`src/rtl/imem_loader.sv`:
```
// imem_loader: program-load controller for the instruction memory programming
// port. Accepts a framed byte stream (sync, 16-bit word count, little-endian
// payload words, XOR checksum), writes the assembled words from address 0
// upwards and holds the CPU in reset while an image is being replaced.
module imem_loader #(
    parameter int INST_MEMORY_SIZE = 16384,
    parameter int ADDR_WIDTH       = $clog2(INST_MEMORY_SIZE),
    parameter int MAX_WORDS        = INST_MEMORY_SIZE / 4
) (
    input  logic                  clk,
    input  logic                  rst_n,
    input  logic [7:0]            in_data,
    input  logic                  in_valid,
    output logic                  in_ready,
    output logic [ADDR_WIDTH-1:0] write_addr,
    output logic [31:0]           write_data,
    output logic                  w_en,
    output logic                  cpu_hold,
    output logic                  load_done,
    output logic                  load_error
);

    // One bit wider than a word address so that a count of MAX_WORDS fits.
    localparam int          IDX_W     = ADDR_WIDTH - 1;
    localparam logic [7:0]  SYNC_BYTE = 8'hA5;
    localparam logic [15:0] MAX_LEN   = 16'(MAX_WORDS);

    typedef enum logic [2:0] {
        ST_IDLE   = 3'd0,
        ST_LEN_LO = 3'd1,
        ST_LEN_HI = 3'd2,
        ST_DATA   = 3'd3,
        ST_WRITE  = 3'd4,
        ST_CHK    = 3'd5,
        ST_DONE   = 3'd6,
        ST_ERR    = 3'd7
    } state_t;

    // Running checksum update: XOR of every payload byte.
    function automatic logic [7:0] csum_update(input logic [7:0] acc,
                                               input logic [7:0] data_byte);
        return acc ^ data_byte;
    endfunction

    state_t                  state_r, state_nxt_s;
    logic [7:0]              len_lo_r, len_lo_nxt_s;
    logic [15:0]             len_r, len_nxt_s;
    logic [15:0]             len_in_s;
    logic [IDX_W-1:0]        word_idx_r, word_idx_nxt_s;
    logic [IDX_W-1:0]        widx_inc_s;
    logic [1:0]              byte_cnt_r, byte_cnt_nxt_s;
    logic [31:0]             word_r, word_nxt_s;
    logic [7:0]              csum_r, csum_nxt_s;
    logic                    in_ready_r, in_ready_nxt_s;
    logic                    w_en_r, w_en_nxt_s;
    logic [ADDR_WIDTH-1:0]   write_addr_r, write_addr_nxt_s;
    logic [31:0]             write_data_r, write_data_nxt_s;
    logic                    cpu_hold_r, cpu_hold_nxt_s;
    logic                    load_done_r, load_done_nxt_s;
    logic                    load_error_r, load_error_nxt_s;
    logic                    fire_s;

    assign fire_s     = in_valid && in_ready_r;
    assign len_in_s   = {in_data, len_lo_r};
    assign widx_inc_s = word_idx_r + {{(IDX_W-1){1'b0}}, 1'b1};

    assign in_ready   = in_ready_r;
    assign w_en       = w_en_r;
    assign write_addr = write_addr_r;
    assign write_data = write_data_r;
    assign cpu_hold   = cpu_hold_r;
    assign load_done  = load_done_r;
    assign load_error = load_error_r;

    // Next-state and next-output computation for the load FSM.
    always_comb begin
        state_nxt_s      = state_r;
        len_lo_nxt_s     = len_lo_r;
        len_nxt_s        = len_r;
        word_idx_nxt_s   = word_idx_r;
        byte_cnt_nxt_s   = byte_cnt_r;
        word_nxt_s       = word_r;
        csum_nxt_s       = csum_r;
        w_en_nxt_s       = 1'b0;
        write_addr_nxt_s = write_addr_r;
        write_data_nxt_s = write_data_r;
        cpu_hold_nxt_s   = cpu_hold_r;
        load_done_nxt_s  = load_done_r;
        load_error_nxt_s = load_error_r;

        case (state_r)
            // Idle, finished and failed all wait for a sync byte; anything
            // else is swallowed so a noisy line cannot stall the sender.
            ST_IDLE, ST_DONE, ST_ERR: begin
                if (fire_s && (in_data == SYNC_BYTE)) begin
                    state_nxt_s      = ST_LEN_LO;
                    cpu_hold_nxt_s   = 1'b1;
                    load_done_nxt_s  = 1'b0;
                    load_error_nxt_s = 1'b0;
                    word_idx_nxt_s   = {IDX_W{1'b0}};
                    csum_nxt_s       = 8'h00;
                end else begin
                    state_nxt_s      = state_r;
                end
            end

            ST_LEN_LO: begin
                if (fire_s) begin
                    len_lo_nxt_s = in_data;
                    state_nxt_s  = ST_LEN_HI;
                end else begin
                    state_nxt_s  = ST_LEN_LO;
                end
            end

            ST_LEN_HI: begin
                if (fire_s) begin
                    len_nxt_s      = len_in_s;
                    byte_cnt_nxt_s = 2'd0;
                    if (len_in_s > MAX_LEN) begin
                        state_nxt_s      = ST_ERR;
                        load_error_nxt_s = 1'b1;
                    end else if (len_in_s == 16'h0000) begin
                        state_nxt_s      = ST_CHK;
                    end else begin
                        state_nxt_s      = ST_DATA;
                    end
                end else begin
                    state_nxt_s = ST_LEN_HI;
                end
            end

            ST_DATA: begin
                if (fire_s) begin
                    word_nxt_s[{byte_cnt_r, 3'b000} +: 8] = in_data;
                    csum_nxt_s     = csum_update(csum_r, in_data);
                    byte_cnt_nxt_s = byte_cnt_r + 2'd1;
                    if (byte_cnt_r == 2'd3) begin
                        // Word complete: present it to the memory next cycle.
                        state_nxt_s      = ST_WRITE;
                        w_en_nxt_s       = 1'b1;
                        write_addr_nxt_s = {word_idx_r[IDX_W-2:0], 2'b00};
                        write_data_nxt_s = {in_data, word_r[23:0]};
                    end else begin
                        state_nxt_s      = ST_DATA;
                    end
                end else begin
                    state_nxt_s = ST_DATA;
                end
            end

            ST_WRITE: begin
                word_idx_nxt_s = widx_inc_s;
                if (16'(widx_inc_s) == len_r) begin
                    state_nxt_s = ST_CHK;
                end else begin
                    state_nxt_s = ST_DATA;
                end
            end

            ST_CHK: begin
                if (fire_s) begin
                    if (in_data == csum_r) begin
                        state_nxt_s     = ST_DONE;
                        load_done_nxt_s = 1'b1;
                        cpu_hold_nxt_s  = 1'b0;
                    end else begin
                        state_nxt_s      = ST_ERR;
                        load_error_nxt_s = 1'b1;
                    end
                end else begin
                    state_nxt_s = ST_CHK;
                end
            end

            default: begin
                state_nxt_s = ST_IDLE;
            end
        endcase

        // The sender is stalled only for the single write cycle.
        in_ready_nxt_s = (state_nxt_s != ST_WRITE);
    end

    // State and registered outputs; asynchronous reset lets the CPU run the
    // existing image immediately.
    always_ff @(posedge clk or negedge rst_n) begin
        if (!rst_n) begin
            state_r      <= ST_IDLE;
            len_lo_r     <= 8'h00;
            len_r        <= 16'h0000;
            word_idx_r   <= {IDX_W{1'b0}};
            byte_cnt_r   <= 2'd0;
            word_r       <= 32'h0000_0000;
            csum_r       <= 8'h00;
            in_ready_r   <= 1'b1;
            w_en_r       <= 1'b0;
            write_addr_r <= {ADDR_WIDTH{1'b0}};
            write_data_r <= 32'h0000_0000;
            cpu_hold_r   <= 1'b0;
            load_done_r  <= 1'b0;
            load_error_r <= 1'b0;
        end else begin
            state_r      <= state_nxt_s;
            len_lo_r     <= len_lo_nxt_s;
            len_r        <= len_nxt_s;
            word_idx_r   <= word_idx_nxt_s;
            byte_cnt_r   <= byte_cnt_nxt_s;
            word_r       <= word_nxt_s;
            csum_r       <= csum_nxt_s;
            in_ready_r   <= in_ready_nxt_s;
            w_en_r       <= w_en_nxt_s;
            write_addr_r <= write_addr_nxt_s;
            write_data_r <= write_data_nxt_s;
            cpu_hold_r   <= cpu_hold_nxt_s;
            load_done_r  <= load_done_nxt_s;
            load_error_r <= load_error_nxt_s;
        end
    end

endmodule

```
`config.mk`:
```
export PLATFORM = sky130hd
export DESIGN_NAME = imem_loader
export DESIGN_NICKNAME = d
export VERILOG_FILES = /design/src/rtl/imem_loader.sv
export SDC_FILE = /design/constraint.sdc
export NUM_CORES = 1
export LEC_CHECK = 0
export BUFFER_PORTS_ARGS = -buffer_cell sky130_fd_sc_hd__buf_2
export CAP_MARGIN = 5
export CORE_MARGIN = 2
export CORE_UTILIZATION = 58
export DETAILED_ROUTE_END_ITERATION = 12
export PLACE_DENSITY = 0.84
export SETUP_SLACK_MARGIN = 0.5
export SYNTH_ARGS = -nofsm -noshare
export SYNTH_HDL_FRONTEND = slang
export SYNTH_SLANG_ARGS = --single-unit
```
`constraint.sdc`:
```
create_clock -name clk -period 2.6 [get_ports clk]
set_input_delay 0.13 -clock clk [delete_from_list [all_inputs] [get_ports clk]]
set_output_delay 0.13 -clock clk [all_outputs]
set_load 0.01 [all_outputs]
```
==> results_dict.tcl <==
set metrics [dict create \
    post_synth_and_or_nand_nor_area_fraction_pct 13.65 \
    place_area_um2 6120 \
    portBuffers 59 \
    dr.first_iter.drc_count 524 \
    worst_clock_skew_ps 9.280 \
    drive_above_1_share_pct 33.50 \
    p_per_area_nw_per_um2 1097 \
    synth-adder-area-share_pct 1.321 \
    mappedNetlistArea_um2 5682 \
    worstMarginPinSlew_ps 683.0 \
    dr_total_vias 4294 \
    synth_top_cells_by_area "sky130_fd_sc_hd__dfrtp_1 (54%), sky130_fd_sc_hd__mux2_2 (14%), sky130_fd_sc_hd__nand2_1 (5.3%), sky130_fd_sc_hd__o21ai_0 (5.0%), sky130_fd_sc_hd__xnor2_1 (2.8%)" \
    rrSetupSlack_ps 550 \
    netlist-cell-type-count 53 \
    finalWorstPathRequiredPeriod_ps 2054 \
    drc_errors 0 \
    outcome "completed" \
    floorplan.initialDensity_pct 58.94 \
    ant_nets 0 \
    design.die.area_um2 10600 \
    cts_inserted_buffers 17 \
    report.final.setup_viol 0 \
    synth_top_area_cell "sky130_fd_sc_hd__dfrtp_1" \
    grt_remaining_overflow 0 \
    final.setup.tns_ps 0 \
    cts_tree "yes" \
    setup.worst_path.class "reg2reg" \
    design.final.nets 620 \
    grt_start_max_net_pins 54 \
    synth_xor_area_share_pct 3.700 \
    route.detailed.wl_per_inst_um 16.92 \
    synth_top_family_by_area "multiplexers" \
    share_of_cell_area_taken_by_muxes_after_synthesis_pct 14.03 \
    number_of_clock_sinks 123 \
    buffer_cell_driving_the_clock_tree_root "sky130_fd_sc_hd__clkbuf_8" \
    antenna_cells_inserted 0 \
    setup.worst_path.end_class "register" \
    grt_pass1_vias 4073 \
    placementRows 36 \
    ys_seq_elements 123 \
    crit_arrival_ps 2420 \
    timing.hold.worst.class "in2reg" \
    cap_violations 0 \
    finalInstanceArea_um2 6890 \
    synth.top_cell.area_share_pct 53.73 \
    hpwlAfterDp_um 8291 \
    critPathMaxFanout 7 \
    power_leakage_nw 3.223 \
    synth.top_cells.by_count "sky130_fd_sc_hd__dfrtp_1 (122), sky130_fd_sc_hd__nand2_1 (80), sky130_fd_sc_hd__mux2_2 (69)" \
    synth-compound-area-share_pct 10.04 \
    htree_num_levels 4 \
    final_min_period_over_clock_period_pct 78.98 \
    seq_area_frac_synth_pct 54.20 \
    floorplan.die.height_um 103.0 \
    worst_ir_drop_on_vdd_v 0.0006593 \
    ys.flop_type "sky130_fd_sc_hd__dfrtp_1" \
    final_util_pct 71.48 \
    post_drt_via_cell_ratio 5.741 \
    synth.most_common_cell "sky130_fd_sc_hd__dfrtp_1" \
    number_of_warnings_issued_by_yosys 0 \
    maximum_operating_frequency_mhz 487.0 \
    gp_routability_congestion 0.9069 \
    wirelength_um 12660 \
    crit_path_start_kind "register" \
    final_hold_viol_count 0 \
    core_um2 9639 \
    grt_pass1_wl_um 19960 \
    antenna_found_initial 0 \
    grt_usage_pct 24.95 \
    synth_enable_flop_cells 0 \
    syn_avg_cell_area_um2 10.74 \
    firstDrtPassIters 5 \
    clkTransAtPathRegs_ps 60 \
    floorplan.die.width_um 103.0 \
    asyncSetResetFlopFracSynth_pct 100.0 \
    worstSkewPairLatency_ps 520 \
    timing.slew.headroom_pct 54.47 \
    critical_path_required_ps 2970 \
    grt_setup_unrepaired "yes" \
    slew_violations 0 \
    ctsLongestPathBuffers 2 \
    layout-area-overhead-vs-synth_pct 21.27 \
    io_pins 62 \
    post_synth_inst_count 529 \
]
## metal layers
layer / vias to the layer above / wire [µm] / global-route usage, %
li1: 2001 / - / -
met4: 0 / 269 / 10.32
met3: 31 / 760 / 7.119
met1: 2094 / 5538 / 33.89
met2: 168 / 6088 / 38.01
met5: - / 0 / 0
## sequential cells by signal, indices dropped and copies added (netlist names)
| name | count |
|---|---|
| cpu_hold | 1 |
| write_addr | 12 |
| byte_cnt_r | 2 |
| load_error | 1 |
| in_ready | 1 |
| state_r | 3 |
| write_data | 32 |
| load_done | 1 |
| w_en | 1 |
| word_idx_r | 13 |
| csum_r | 8 |
| len_lo_r | 8 |
| len_r | 16 |
| word_r | 24 |
## stage by stage
stage	instances	power (mW)	setup slack [ps]	hold slack, ps
global placement	701	5.041	360.5	196.2
floorplan	530	4.478	523.9	-165.6
global route	748	7.997	441.9	19.56
finish	748	7.556	546.5	20.97
detailed placement	701	5.169	247.3	218.3
CTS	741	7.444	443.5	3.494
## cell usage in the layout, fill, tap and decap left out, types with 5 or more instances in the layout
cell,Yosys,final
sky130_fd_sc_hd__a21oi_1,8,8
sky130_fd_sc_hd__buf_2,13,58
sky130_fd_sc_hd__buf_4,2,18
sky130_fd_sc_hd__clkbuf_16,0,16
sky130_fd_sc_hd__dfrtp_1,122,113
sky130_fd_sc_hd__dfrtp_2,0,9
sky130_fd_sc_hd__dlygate4sd3_1,0,9
sky130_fd_sc_hd__ha_1,6,5
sky130_fd_sc_hd__inv_1,5,5
sky130_fd_sc_hd__mux2_2,69,69
sky130_fd_sc_hd__nand2_1,80,76
sky130_fd_sc_hd__nand3_1,8,7
sky130_fd_sc_hd__nand4_1,8,8
sky130_fd_sc_hd__nor2_1,32,31
sky130_fd_sc_hd__nor3_1,11,10
sky130_fd_sc_hd__o21ai_0,57,56
sky130_fd_sc_hd__o21ai_1,5,6
sky130_fd_sc_hd__o31ai_1,8,8
sky130_fd_sc_hd__xnor2_1,18,17
sky130_fd_sc_hd__xor2_1,6,6
## cell families after synthesis
kind of cell    after synthesis
simple gates                167
flops                       123
compound gates               98
mux                          71
buf+inv                      39
xor+xnor                     24
fa+ha+maj                     6
other cells                   1
## critical path, cell delays in order, from the launching register on
cell and delay [ps]:
sky130_fd_sc_hd__dfrtp_2 420, sky130_fd_sc_hd__ha_4 180, sky130_fd_sc_hd__nand3_4 100, sky130_fd_sc_hd__or4_4 530, sky130_fd_sc_hd__xnor2_2 150, sky130_fd_sc_hd__o221ai_1 120
sky130_fd_sc_hd__and4bb_1 320, sky130_fd_sc_hd__o211ai_1 100
## power by group
part	internal [mW]	switching, mW	leakage, nW
combinational	1.08	1.18	1.35
clock	1.32	0.860	0.271
sequential	2.52	0.597	1.60
## path summary, 6_finish.rpt
path / start / end / cells after the start
worst max-delay path: word_idx_r[1] / state_r[1] / 7
worst min-delay path: in_valid / load_error / 3
worst max register to register: word_idx_r[1] / state_r[1] / 7
worst min register to register: word_r[0] / word_r[0] / 2
max in group asynchronous: rst_n / word_r[13] / 3
min in group asynchronous: rst_n / write_data[22] / 2
## what timing repair did
item	in CTS	in global routing
hold buffers	9	0
hold endpoints to repair	71	0
pin swaps	0	5
gates resized for setup	9	14
setup endpoints to repair	64	54
buffers inserted	0	7
## area by class of cell
class | count | area (µm²)
Sequential cell | 123 | 3090
Fill cell | 669 | 2749
Multi-Input combinational cell | 368 | 2501
Timing Repair Buffer | 87 | 555.5
Clock buffer | 19 | 441.7
Tap cell | 133 | 166.4
Clock inverter | 12 | 112.6
Inverter | 6 | 22.52
(Power assumes the default switching activity.)
